`src/rtl/div_mon_pkg.sv`:
```
// -----------------------------------------------------------------------------
// div_mon_pkg
// Shared types and default constants for the divided-clock period monitor.
//   mon_state_t     : FSM state encoding (IDLE, ACQUIRE, LOCKED, LOST)
//   DEF_EXP_DIV     : default expected period in clk cycles
//   DEF_CNT_W       : default period counter / period output width
//   DEF_LOCK_CNT    : default consecutive matches required to lock
//   DEF_UNLOCK_CNT  : default consecutive mismatches that drop lock
// -----------------------------------------------------------------------------
package div_mon_pkg;

    typedef enum logic [1:0] {
        ST_IDLE    = 2'd0,
        ST_ACQUIRE = 2'd1,
        ST_LOCKED  = 2'd2,
        ST_LOST    = 2'd3
    } mon_state_t;

    localparam int unsigned DEF_EXP_DIV    = 3;
    localparam int unsigned DEF_CNT_W      = 8;
    localparam int unsigned DEF_LOCK_CNT   = 4;
    localparam int unsigned DEF_UNLOCK_CNT = 2;

endpackage

```
`src/rtl/rise_detect.sv`:
```
// -----------------------------------------------------------------------------
// rise_detect
// Rising-edge detector for a signal already synchronous to clk.
//   clk   : clock
//   reset : asynchronous active-low reset (clears the history register)
//   d     : sampled input
//   rise  : high in the cycle where d is 1 and was 0 on the previous cycle
// The history register resets to 0, so a d that is already high when reset
// releases counts as a rise on the first clock.
// -----------------------------------------------------------------------------
module rise_detect (
    input  logic clk,
    input  logic reset,
    input  logic d,
    output logic rise
);

    logic q_prev_q;

    always_ff @(posedge clk or negedge reset) begin
        if (!reset) begin
            q_prev_q <= 1'b0;
        end else begin
            q_prev_q <= d;
        end
    end

    assign rise = d & ~q_prev_q;

endmodule

```
`src/rtl/div_period_monitor.sv`:
```
// -----------------------------------------------------------------------------
// div_period_monitor
// Measures the rise-to-rise period of a divided pulse train and tracks
// whether it settles on the expected division ratio.
//   clk          : clock, all state updates on the rising edge
//   reset        : asynchronous active-low reset
//   q_in         : divided pulse train, synchronous to clk
//   period       : last measured rise-to-rise period in clk cycles
//   period_valid : one-cycle pulse when period updates
//   match        : one-cycle pulse with period_valid when period == EXP_DIV
//   locked       : high while the FSM is LOCKED
//   lost         : one-cycle pulse on LOCKED -> LOST
//   timeout      : one-cycle pulse when the period counter saturates
// Every output is a register; q_in only reaches outputs through flops.
// -----------------------------------------------------------------------------
module div_period_monitor
    import div_mon_pkg::*;
#(
    parameter int unsigned EXP_DIV    = DEF_EXP_DIV,
    parameter int unsigned CNT_W      = DEF_CNT_W,
    parameter int unsigned LOCK_CNT   = DEF_LOCK_CNT,
    parameter int unsigned UNLOCK_CNT = DEF_UNLOCK_CNT
) (
    input  logic             clk,
    input  logic             reset,
    input  logic             q_in,
    output logic [CNT_W-1:0] period,
    output logic             period_valid,
    output logic             match,
    output logic             locked,
    output logic             lost,
    output logic             timeout
);

    localparam int unsigned MC_W = $clog2(LOCK_CNT + 1);
    localparam int unsigned EC_W = $clog2(UNLOCK_CNT + 1);

    localparam logic [CNT_W-1:0] CNT_MAX     = {CNT_W{1'b1}};
    localparam logic [CNT_W-1:0] EXP_VAL     = CNT_W'(EXP_DIV);
    // Compare against "count - 1" so the increment and the threshold test
    // happen on the same rise.
    localparam logic [MC_W-1:0]  LOCK_LAST   = MC_W'(LOCK_CNT - 1);
    localparam logic [EC_W-1:0]  UNLOCK_LAST = EC_W'(UNLOCK_CNT - 1);

    logic             rise;
    logic [CNT_W-1:0] cnt_q;
    logic [CNT_W-1:0] cnt_d;
    logic             is_match;
    logic             saturated;

    mon_state_t       state_q;
    logic [MC_W-1:0]  match_cnt_q;
    logic [EC_W-1:0]  err_cnt_q;
    logic [CNT_W-1:0] period_q;
    logic             period_valid_q;
    logic             match_q;
    logic             locked_q;
    logic             lost_q;
    logic             timeout_q;

    rise_detect u_rise_detect (
        .clk   (clk),
        .reset (reset),
        .d     (q_in),
        .rise  (rise)
    );

    // Period counter: a rise N cycles after the previous one sees cnt == N.
    always_comb begin
        cnt_d = cnt_q;
        if (rise) begin
            cnt_d = CNT_W'(1);
        end else if (cnt_q != CNT_MAX) begin
            cnt_d = cnt_q + CNT_W'(1);
        end
    end

    always_ff @(posedge clk or negedge reset) begin
        if (!reset) begin
            cnt_q <= '0;
        end else begin
            cnt_q <= cnt_d;
        end
    end

    assign is_match  = (cnt_q == EXP_VAL);
    assign saturated = (cnt_q == CNT_MAX);

    // Monitor FSM with registered outputs. A rise always takes priority over
    // saturation, so a period of exactly CNT_MAX is reported, not timed out.
    always_ff @(posedge clk or negedge reset) begin
        if (!reset) begin
            state_q        <= ST_IDLE;
            match_cnt_q    <= '0;
            err_cnt_q      <= '0;
            period_q       <= '0;
            period_valid_q <= 1'b0;
            match_q        <= 1'b0;
            locked_q       <= 1'b0;
            lost_q         <= 1'b0;
            timeout_q      <= 1'b0;
        end else begin
            period_valid_q <= 1'b0;
            match_q        <= 1'b0;
            lost_q         <= 1'b0;
            timeout_q      <= 1'b0;
            locked_q       <= (state_q == ST_LOCKED);

            if (state_q == ST_IDLE) begin
                // First edge only opens the measurement window.
                if (rise) begin
                    state_q     <= ST_ACQUIRE;
                    match_cnt_q <= '0;
                    err_cnt_q   <= '0;
                end
            end else if (rise) begin
                period_q       <= cnt_q;
                period_valid_q <= 1'b1;
                match_q        <= is_match;

                case (state_q)
                    ST_ACQUIRE: begin
                        if (!is_match) begin
                            match_cnt_q <= '0;
                        end else if (match_cnt_q == LOCK_LAST) begin
                            state_q     <= ST_LOCKED;
                            locked_q    <= 1'b1;
                            match_cnt_q <= '0;
                            err_cnt_q   <= '0;
                        end else begin
                            match_cnt_q <= match_cnt_q + MC_W'(1);
                        end
                    end
                    ST_LOCKED: begin
                        if (is_match) begin
                            err_cnt_q <= '0;
                        end else if (err_cnt_q == UNLOCK_LAST) begin
                            state_q   <= ST_LOST;
                            locked_q  <= 1'b0;
                            lost_q    <= 1'b1;
                            err_cnt_q <= '0;
                        end else begin
                            err_cnt_q <= err_cnt_q + EC_W'(1);
                        end
                    end
                    ST_LOST: begin
                        // The rise leaving LOST already counts toward relock.
                        if (is_match && (LOCK_CNT == 1)) begin
                            state_q     <= ST_LOCKED;
                            locked_q    <= 1'b1;
                            match_cnt_q <= '0;
                        end else begin
                            state_q     <= ST_ACQUIRE;
                            match_cnt_q <= is_match ? MC_W'(1) : '0;
                        end
                    end
                    default: begin
                        state_q <= ST_IDLE;
                    end
                endcase
            end else if (saturated) begin
                // Leaving the tracking states here makes the pulse one-shot:
                // cnt keeps holding CNT_MAX in IDLE without re-triggering.
                state_q     <= ST_IDLE;
                timeout_q   <= 1'b1;
                locked_q    <= 1'b0;
                match_cnt_q <= '0;
                err_cnt_q   <= '0;
            end
        end
    end

    assign period       = period_q;
    assign period_valid = period_valid_q;
    assign match        = match_q;
    assign locked       = locked_q;
    assign lost         = lost_q;
    assign timeout      = timeout_q;

endmodule

```
`config.mk`:
```
export PLATFORM = sky130hd
export DESIGN_NAME = div_period_monitor
export DESIGN_NICKNAME = d
export VERILOG_FILES = /design/src/rtl/div_mon_pkg.sv /design/src/rtl/rise_detect.sv /design/src/rtl/div_period_monitor.sv
export SDC_FILE = /design/constraint.sdc
export NUM_CORES = 1
export LEC_CHECK = 0
export BUFFER_PORTS_ARGS = -buffer_cell sky130_fd_sc_hd__buf_2
export CAP_MARGIN = 20
export CORE_AREA = 3 3 53 55
export DETAILED_ROUTE_END_ITERATION = 10
export DIE_AREA = 0 0 56 58
export GPL_TIMING_DRIVEN = 1
export PLACE_DENSITY = 0.8
export SKIP_CTS_REPAIR_TIMING = 1
export SYNTH_ARGS = -nofsm -noshare
export SYNTH_HDL_FRONTEND = slang
export SYNTH_SLANG_ARGS = --single-unit
```
`constraint.sdc`:
```
create_clock -name clk -period 6.8 [get_ports clk]
set_clock_uncertainty 0.1 [all_clocks]
set_input_delay 0.34 -clock clk [delete_from_list [all_inputs] [get_ports clk]]
set_output_delay 0.34 -clock clk [all_outputs]
set_load 0.005 [all_outputs]
```
Yosys cells after proc, flatten, opt, wreduce, memory -nomap -nowiden
Cells that the tools add are included.
{ "totals": {"reg_bits": 29, "latchBits": 0, "ram_bits": 0, "rom_bits": 0, "in_bits": 3, "output_inout_bits": 13, "mem_count": 0} }
{ "classes": {"add_sub_neg": 3, "multipliers": 0, "div_mod_pow": 0, "order_cmp": 0, "eq_ne": 15, "shift": 0, "mux": 47, "bitwise": 3, "reduce_logical": 7} }
{ "op_table": {"columns": ["operator", "n"], "rows": [
  ["2-to-1 mux 2 bit", 15],
  ["2-to-1 mux 1 bit", 20],
  ["2-to-1 mux 3 bit", 6],
  ["2-to-1 mux 8 bit", 2],
  ["adder 8 x 1 -> 8 bit (second input constant)", 1],
  ["== test 8 x 2 -> 1 bit (second input constant)", 1],
  ["== test 8 bit (second input constant)", 1],
  ["!= test 4 x 1 -> 1 bit (second input constant)", 2],
  ["!= test 4 bit (second input constant)", 2],
  ["!= test 8 bit (second input constant)", 1],
  ["one-hot mux 2 bit (3 select lines)", 1],
  ["one-hot mux 3 bit (2 select lines)", 1],
  ["AND reduction 6 bit", 1],
  ["AND reduction 5 bit", 1],
  ["== test 2 x 1 -> 1 bit (second input constant)", 2],
  ["== test 2 bit (second input constant)", 2],
  ["!= test 4 x 2 -> 1 bit (second input constant)", 1],
  ["!= test 4 x 3 -> 1 bit (second input constant)", 1],
  ["one-hot mux 2 bit (2 select lines)", 1],
  ["nonzero test 2 bit", 2],
  ["adder 3 x 1 -> 3 bit (second input constant)", 1],
  ["== test 3 x 2 -> 1 bit (second input constant)", 1],
  ["AND reduction 3 bit", 1],
  ["adder 2 x 1 -> 2 bit (second input constant)", 1],
  ["other kinds (6)", 7]
]} }

Longest topological paths before layout
Gate-level depths: netlist of run 1.
{ "depth": {"word_depth": 6, "ltp_mapped": 8} }

Modules after synthesis
A second synthesis of run 1 with hierarchy kept.
{ "hier_totals": {"hier_cells": 151, "hier_area_um2": 1487.7} }
{ "modules_own_cells": {"columns": ["mod", "instances", "cells_each", "area_per_inst_um2", "seq_area_each_um2"], "rows": [
  ["div_period_monitor", 1, 149, 1448.9, 700.7],
  ["rise_detect", 1, 2, 38.8, 25.0]
]} }

Worst setup path before layout of run 1
OpenSTA, ideal clock, no wires.
{ "synth_timing": {"path_type": "register -> register", "startpoint": "register cnt_q[0]", "endpoint": "register err_cnt_q[0]", "setup_ps": 125, "t_arrival_ps": 1904, "required_time_ps": 6575, "setup_slack_ps": 4671, "stages_incl_launch_ff": 8, "period_less_slack_ps": 2129, "path_cell_list": "dfrtp_1 -> ha_1 -> or4b_1 -> or2_1 -> buf_6 -> a21oi_2 -> o21ai_2 -> mux2_4"} }
{ "synth_between": {"elab_chain_cells": 5} }
{ "synth_rtl": {"columns": ["item", "line", "text"], "rows": [
  ["from (decl)", "div_period_monitor.sv:46", "logic [CNT_W-1:0] cnt_q;"],
  ["from (signal assigned)", "div_period_monitor.sv:82", "cnt_q <= cnt_d;"],
  ["== test 8 x 2 -> 1 bit", "div_period_monitor.sv:86", "assign is_match = (cnt_q == EXP_VAL);"],
  ["2-to-1 mux 2 bit", "div_period_monitor.sv:135", "if (is_match) begin"],
  ["one-hot mux 2 bit (2 select lines)", "div_period_monitor.sv:121", "case (state_q)"],
  ["2-to-1 mux 2 bit", "div_period_monitor.sv:116", "end else if (rise) begin"],
  ["2-to-1 mux 2 bit", "div_period_monitor.sv:109", "if (state_q == ST_IDLE) begin"],
  ["to (signal assigned)", "div_period_monitor.sv:143", "err_cnt_q <= err_cnt_q + EC_W'(1);"],
  ["to (decl)", "div_period_monitor.sv:53", "logic [EC_W-1:0] err_cnt_q;"]
]} }
Several ways; a longest one is shown, not always the timed one.
A chain may end at the register's enable or synchronous reset.

Worst setup path after layout of run 1
{ "layout_timing": {"startpoint": "register cnt_q[0]", "endpoint": "register state_q[0]"} }
{ "layout_between": {"elab_chain_cells": 3} }
{ "layout_rtl": {"columns": ["item", "line", "text"], "rows": [
  ["== test 8 x 2 -> 1 bit / == test 8 bit (equally long branches)", "div_period_monitor.sv:86, div_period_monitor.sv:87", null],
  ["!= test 4 x 3 -> 1 bit (no source line), or another cell as far along", null, null],
  ["AND reduction 6 bit (no source line) *", null, null],
  ["to (signal assigned)", "div_period_monitor.sv:93", "state_q <= ST_IDLE;"],
  ["to (signal assigned)", "div_period_monitor.sv:112", "state_q <= ST_ACQUIRE;"],
  ["to (signal assigned)", "div_period_monitor.sv:126", "state_q <= ST_LOCKED;"],
  ["to (decl)", "div_period_monitor.sv:51", "mon_state_t state_q;"]
]} }
Every way passes the cells marked *; elsewhere a longest branch is shown, timed or not.

==> impl_metrics.tcl, run 1 <==
set metrics [dict create \
    synthTopCellsByArea "dfrtp_1 50%, ha_1 6.1%, mux2_2 5.5%" \
    wl_mm 2.63 \
    finalHoldViolations 0 \
    cts-root-buf "clkbuf_4" \
    place_congestion 0.829 \
    placed_cell_area_mm2 0.00151 \
    post_drt_wl_per_cell_um 14.5 \
    cap_viol_max_count 0 \
    setup_viol 0 \
    grt_pass1_wl_mm 4.75 \
    required_ns 6.92 \
    synth-seq-area-share_pct 50.5 \
    clk_latency_ns 0.33 \
    rows 18 \
    tns_ns 0 \
    final_area_mm2 0.00159 \
    fillCellCount 193 \
    met1_usage_pct 21.9 \
    ys_warn_count 0 \
    rsz0062_at_grt "no" \
    cp.arrival_ns 2.40 \
    tritoncts "done" \
    grt_util_met3_pct 6.90 \
    antenna_found_initial 0 \
    vias 1042 \
    min_to "u_rise_detect.q_prev_q" \
    r2r_end "state_q[0]" \
    crit_path_start_kind "flip-flop" \
    cts_made_buffers 5 \
    io_pins 16 \
    die_y_um 58 \
    worstHoldPathType "input pin to flip-flop" \
    rrSetupSlack_ns 4.52 \
    crit_type "flip-flop to flip-flop" \
    layout_common_cells "29 x dfrtp_1, 15 x buf_2, 10 x nand2_1, 10 x nor2_1, 8 x o21ai_0" \
    p_per_area_mw_per_mm2 313 \
    end_kind "flip-flop" \
    syn-mean-instance-area_um2 10.8 \
    status "finished, final reports clean" \
    syn_nets 143 \
    antenna_cells 0 \
    grt_max_degree 30 \
    worstReg2RegStart "cnt_q[0]" \
    drive_gt1_share_pct 27.0 \
    hp-start "q_in" \
    first_pass_iters 4 \
    layout_min_cycle_time_ns 2.28 \
    layout_commonest_cell "dfrtp_1" \
    ys_ff_latch 29 \
    path_max_fanout 8 \
    dieArea_mm2 0.00325 \
    area.growth.synth_to_final_pct 10.9 \
    avgViaCountPerCell 5.73 \
    netlist_instances 133 \
    grt_remaining_overflow 0 \
    yosysUniqueCellTypes 42 \
    slew_viol_final 0 \
    die_w_um 56 \
    core-area_mm2 0.00243 \
    grt_use_total_pct 19.2 \
    h-tree-depth 2 \
    tightest_slew_ns 0.627 \
    top_usage_layer "met2" \
    dp_hpwl_mm 1.91 \
    ff2ff_path_depth 6 \
    nNetsFinal 161 \
    drt_iter0_markers 26 \
    cts.sinks 29 \
    drt.antenna.violating_nets 0 \
    synth_top_cell_by_area "dfrtp_1" \
    whs_path_depth 1 \
    netlist_area_mm2 0.00144 \
    start_util_pct 59.1 \
    clk_pin_slew_ns 0.09 \
    p_leak_uw 0.000771 \
    fmax_mhz 439 \
    grt_pass1_vias 1071 \
    slew_headroom_pct 58.2 \
    numPortBuffers 15 \
    netlist.area_leader.share_pct 50.5 \
    route.detailed.drc 0 \
    use_met2_pct 33.2 \
    clockBufferDepth 2 \
    vdd_ir_drop_max_mv 0.221 \
    min_period_over_period_pct 33.5 \
]
-- how the worst max path moves through the flow --
stage	from	end	slack (ns)	cells after the start
floorplan	cnt_q[0]	err_cnt_q[0]	4.67	7
global placement	cnt_q[0]	err_cnt_q[0]	4.61	6
detailed placement	cnt_q[0]	state_q[0]	4.54	6
CTS	cnt_q[0]	state_q[0]	4.53	6
global route	cnt_q[1]	state_q[0]	4.40	6
finish	cnt_q[0]	state_q[0]	4.52	6
-- cell usage after synthesis, drive strengths merged --
master	n
dfrtp	29
nand2	10
nor2	10
o21ai	9
mux2	8
ha	7
inv	6
nand3	6
a21oi	4
a31oi	4
clkbuf	4
nor3	4
nor2b	3
nor4	3
or2	3
mux2i	2
nand4	2
o21a	2
o22ai	2
or3	2
a22oi	1
a32o	1
and3	1
and4	1
buf	1
nand2b	1
nand3b	1
o211ai	1
o2bb2ai	1
or2b	1
or4b	1
xnor2	1
xor2	1
-- metal layers --
metal  wire (um)  up-vias
met5           0        -
met4          31        0
met3         116        5
met2        1420       18
met1        1070      513
li1            -      506
-- cells by family after synthesis --
family                     Yosys count  share of synthesized area [%]
AOI/OAI and AO/OA                   25                           11.4
DFF                                 29                           50.5
and+or+nand+nor                     49                           18.8
buffers and inverters               11                           4.09
adders and majority gates            7                           6.09
xor gates and xnor gates             2                           1.22
muxes                               10                           7.92
-- sequential cells by signal (all words and copies together) (netlist names), 2 cells and up --
signal and cells:
cnt_q 8, match_cnt_q 3, state_q 2, period 8
err_cnt_q 2
-- cell type report --
type	count	area, um2	area share, %
clock inverter	1	5.00	0.314
multi-input combinational	93	653	41.0
sequential	29	726	45.5
tap	30	37.5	2.35
timing repair buffer	16	85.1	5.34
inverter	6	22.5	1.41
clock buffer	7	65.1	4.08
-- critical path: stages (launching register included) --
cell	delay, ns
dfrtp_1	0.43
ha_1	0.24
or4b_1	0.47
or2_1	0.37
a22oi_2	0.29
and4_1	0.24
nor3_2	0.05
-- power breakdown --
| group | switching, uW | internal (uW) |
|---|---|---|
| Combinational | 82.2 | 68.5 |
| Clock | 59.2 | 59.8 |
| Sequential | 28.7 | 201 |
-- metrics by stage --
step | total power, uW | hold WS [ns] | cells | setup WS [ns] | util (%)
6_report | 499 | 0.0322 | 182 | 4.52 | 65.5
4_1_cts | 505 | -0.0733 | 181 | 4.53 | 65.1
3_5_place_dp | 382 | 0.297 | 173 | 4.54 | 62.2
2_1_floorplan | 342 | -0.0556 | 133 | 4.67 | -
3_3_place_gp | 374 | 0.281 | 173 | 4.61 | 62.2
5_1_grt | 538 | 0.00734 | 182 | 4.40 | 65.5
Note: power is estimated with default switching activity, not from simulation.
==> run 2: changes to the inputs <==
- CORE_AREA: 3 3 53 55 -> 3 3 58 60
- DIE_AREA: 0 0 56 58 -> 0 0 61 63
- PLACE_DENSITY: 0.8 -> 0.71
- clock period: 6.8 -> 1.95 ns (I/O delays scaled with it)
==> run 2 against run 1 <==
  * The flow now finishes with violations (setup timing)
  * Sequential share of layout area down 6.2 points
  * First-iteration DRC count unchanged
  * Die area up 18%
  * Global-route usage down 1.8 points
  * Critical endpoint unchanged
  * Critical path type unchanged
  * Utilization down 3.6 points
  * Largest cell class unchanged
==> impl_metrics.tcl, run 2 (synthesized netlist as in run 1, its figures left out) <==
set metrics [dict create \
    status "finished with violations" \
    violations "setup timing" \
    route.detailed.drc 0 \
    vdd_ir_drop_max_mv 0.505 \
    r2r_end "state_q[0]" \
    drive_gt1_share_pct 40.0 \
    ff2ff_path_depth 6 \
    clockBufferDepth 2 \
    path_max_fanout 5 \
    numPortBuffers 15 \
    slew_headroom_pct 58.9 \
    end_kind "flip-flop" \
    layout_min_cycle_time_ns 2.03 \
    grt_max_degree 30 \
    slew_viol_final 0 \
    area.growth.synth_to_final_pct 28.4 \
    cts-root-buf "clkbuf_4" \
    vias 1145 \
    cp.arrival_ns 2.14 \
    cp_num_cells 6 \
    tritoncts "done" \
    cap_viol_max_count 0 \
    post_drt_wl_per_cell_um 14.5 \
    drt.antenna.violating_nets 0 \
    start_util_pct 48.3 \
    die_w_um 61 \
    crit_path_start_kind "flip-flop" \
    clk_latency_ns 0.32 \
    p_per_area_mw_per_mm2 1100 \
    cts_made_buffers 5 \
    post-route-util_pct 62.0 \
    clk_pin_slew_ns 0.09 \
    fmax_mhz 493 \
    endpoint "state_q[0]" \
    fillCellCount 249 \
    place_congestion 0.821 \
    h-tree-depth 2 \
    io_pins 16 \
    grt_use_total_pct 17.4 \
    antenna_cells 0 \
    rows 20 \
    crit_type "flip-flop to flip-flop" \
    antenna_found_initial 0 \
    top_usage_layer "met2" \
    final.setup.worst_slack_ns -0.0793 \
    use_met2_pct 27.8 \
    p_leak_uw 0.000895 \
    min_period_over_period_pct 104 \
    finalHoldViolations 0 \
    first_pass_iters 4 \
    worstReg2RegStart "cnt_q[1]" \
    die_y_um 63 \
    grt_pass1_wl_mm 4.95 \
    crit_buf_inv 0 \
    tightest_slew_ns 0.617 \
    layout_common_cells "29 x dfrtp_1, 21 x buf_4, 15 x buf_2" \
    critPathLaunch "cnt_q[1]" \
    wl_mm 3.01 \
    worstHoldPathType "input pin to async pin" \
    nNetsFinal 184 \
    cts.sinks 29 \
    path_cells "ha_2 > or4b_4 > or2_4 > a22oi_2 > and4_1 > nor3_2" \
    dieArea_mm2 0.00384 \
    setup_viol 5 \
    crit_slowest_cell "or4b_4" \
    layout_commonest_cell "dfrtp_1" \
    critPathTopFamily "simple AND/OR/NAND/NOR gates" \
    core-area_mm2 0.00298 \
    rrSetupSlack_ns -0.08 \
    dp_hpwl_mm 2.12 \
    rsz0062_at_grt "yes" \
    grt_util_met3_pct 5.79 \
    avgViaCountPerCell 5.50 \
    critical-path-max-stage-delay_ns 0.47 \
    required_ns 2.06 \
    grt_pass1_vias 1109 \
    drt_iter0_markers 26 \
    grt_remaining_overflow 0 \
    met1_usage_pct 20.3 \
    dp_slack_ns -0.139 \
]
run 2: cell type report:
cell class	count	area, um2	share of cell area (%)
Tap cell	33	41.3	2.24
Sequential cell	29	726	39.3
Timing Repair Buffer	39	264	14.3
Multi-Input combinational cell	93	707	38.3
Clock inverter	1	30.0	1.63
Clock buffer	7	55.1	2.98
Inverter	6	22.5	1.22
run 2: power by group:
part / internal, uW / switching (uW)
Clock: 306 / 202
Sequential: 700 / 46.3
Combinational: 383 / 402
Total: 1390 / 650
run 2: how the worst min path moves through the flow:
stage | from | cells past startpoint | to | slack [ns]
floorplan | reset | 0 | cnt_q[0] | -0.30
global placement | reset | 1 | match | 0.05
detailed placement | reset | 1 | match | 0.06
CTS | reset | 1 | cnt_q[5] | -0.32
global route | reset | 2 | cnt_q[2] | 0.27
finish | reset | 2 | state_q[0] | 0.22
run 2: metal layers:
layer / wire length, um / vias up
met5: 0 / -
met3: 139 / 7
met2: 1540 / 29
met1: 1260 / 554
li1: - / 555
met4: 76 / 0
run 2: metrics by stage:
stage          area (um2)  cells  total power, uW  TNS (ns)  hold slack (ns)
3_3_place_gp         1680    197             1440    -0.113           0.0478
4_1_cts              1760    205             1990    -0.707           -0.317
3_5_place_dp         1680    197             1470    -0.549           0.0552
6_report             1850    208             2040    -0.279            0.220
2_1_floorplan        1440    133             1200    -0.337           -0.298
5_1_grt              1850    208             2180    -0.853            0.266
run 2: worst reg2reg max path: cells and delay by family (launching register included):
kind | cells | cell delay [ns]
AND/OR/NAND/NOR | 4 | 1.02
flip-flops | 1 | 0.37
AO/OA/AOI/OAI | 1 | 0.23
adder cells (fa/ha/maj) | 1 | 0.21
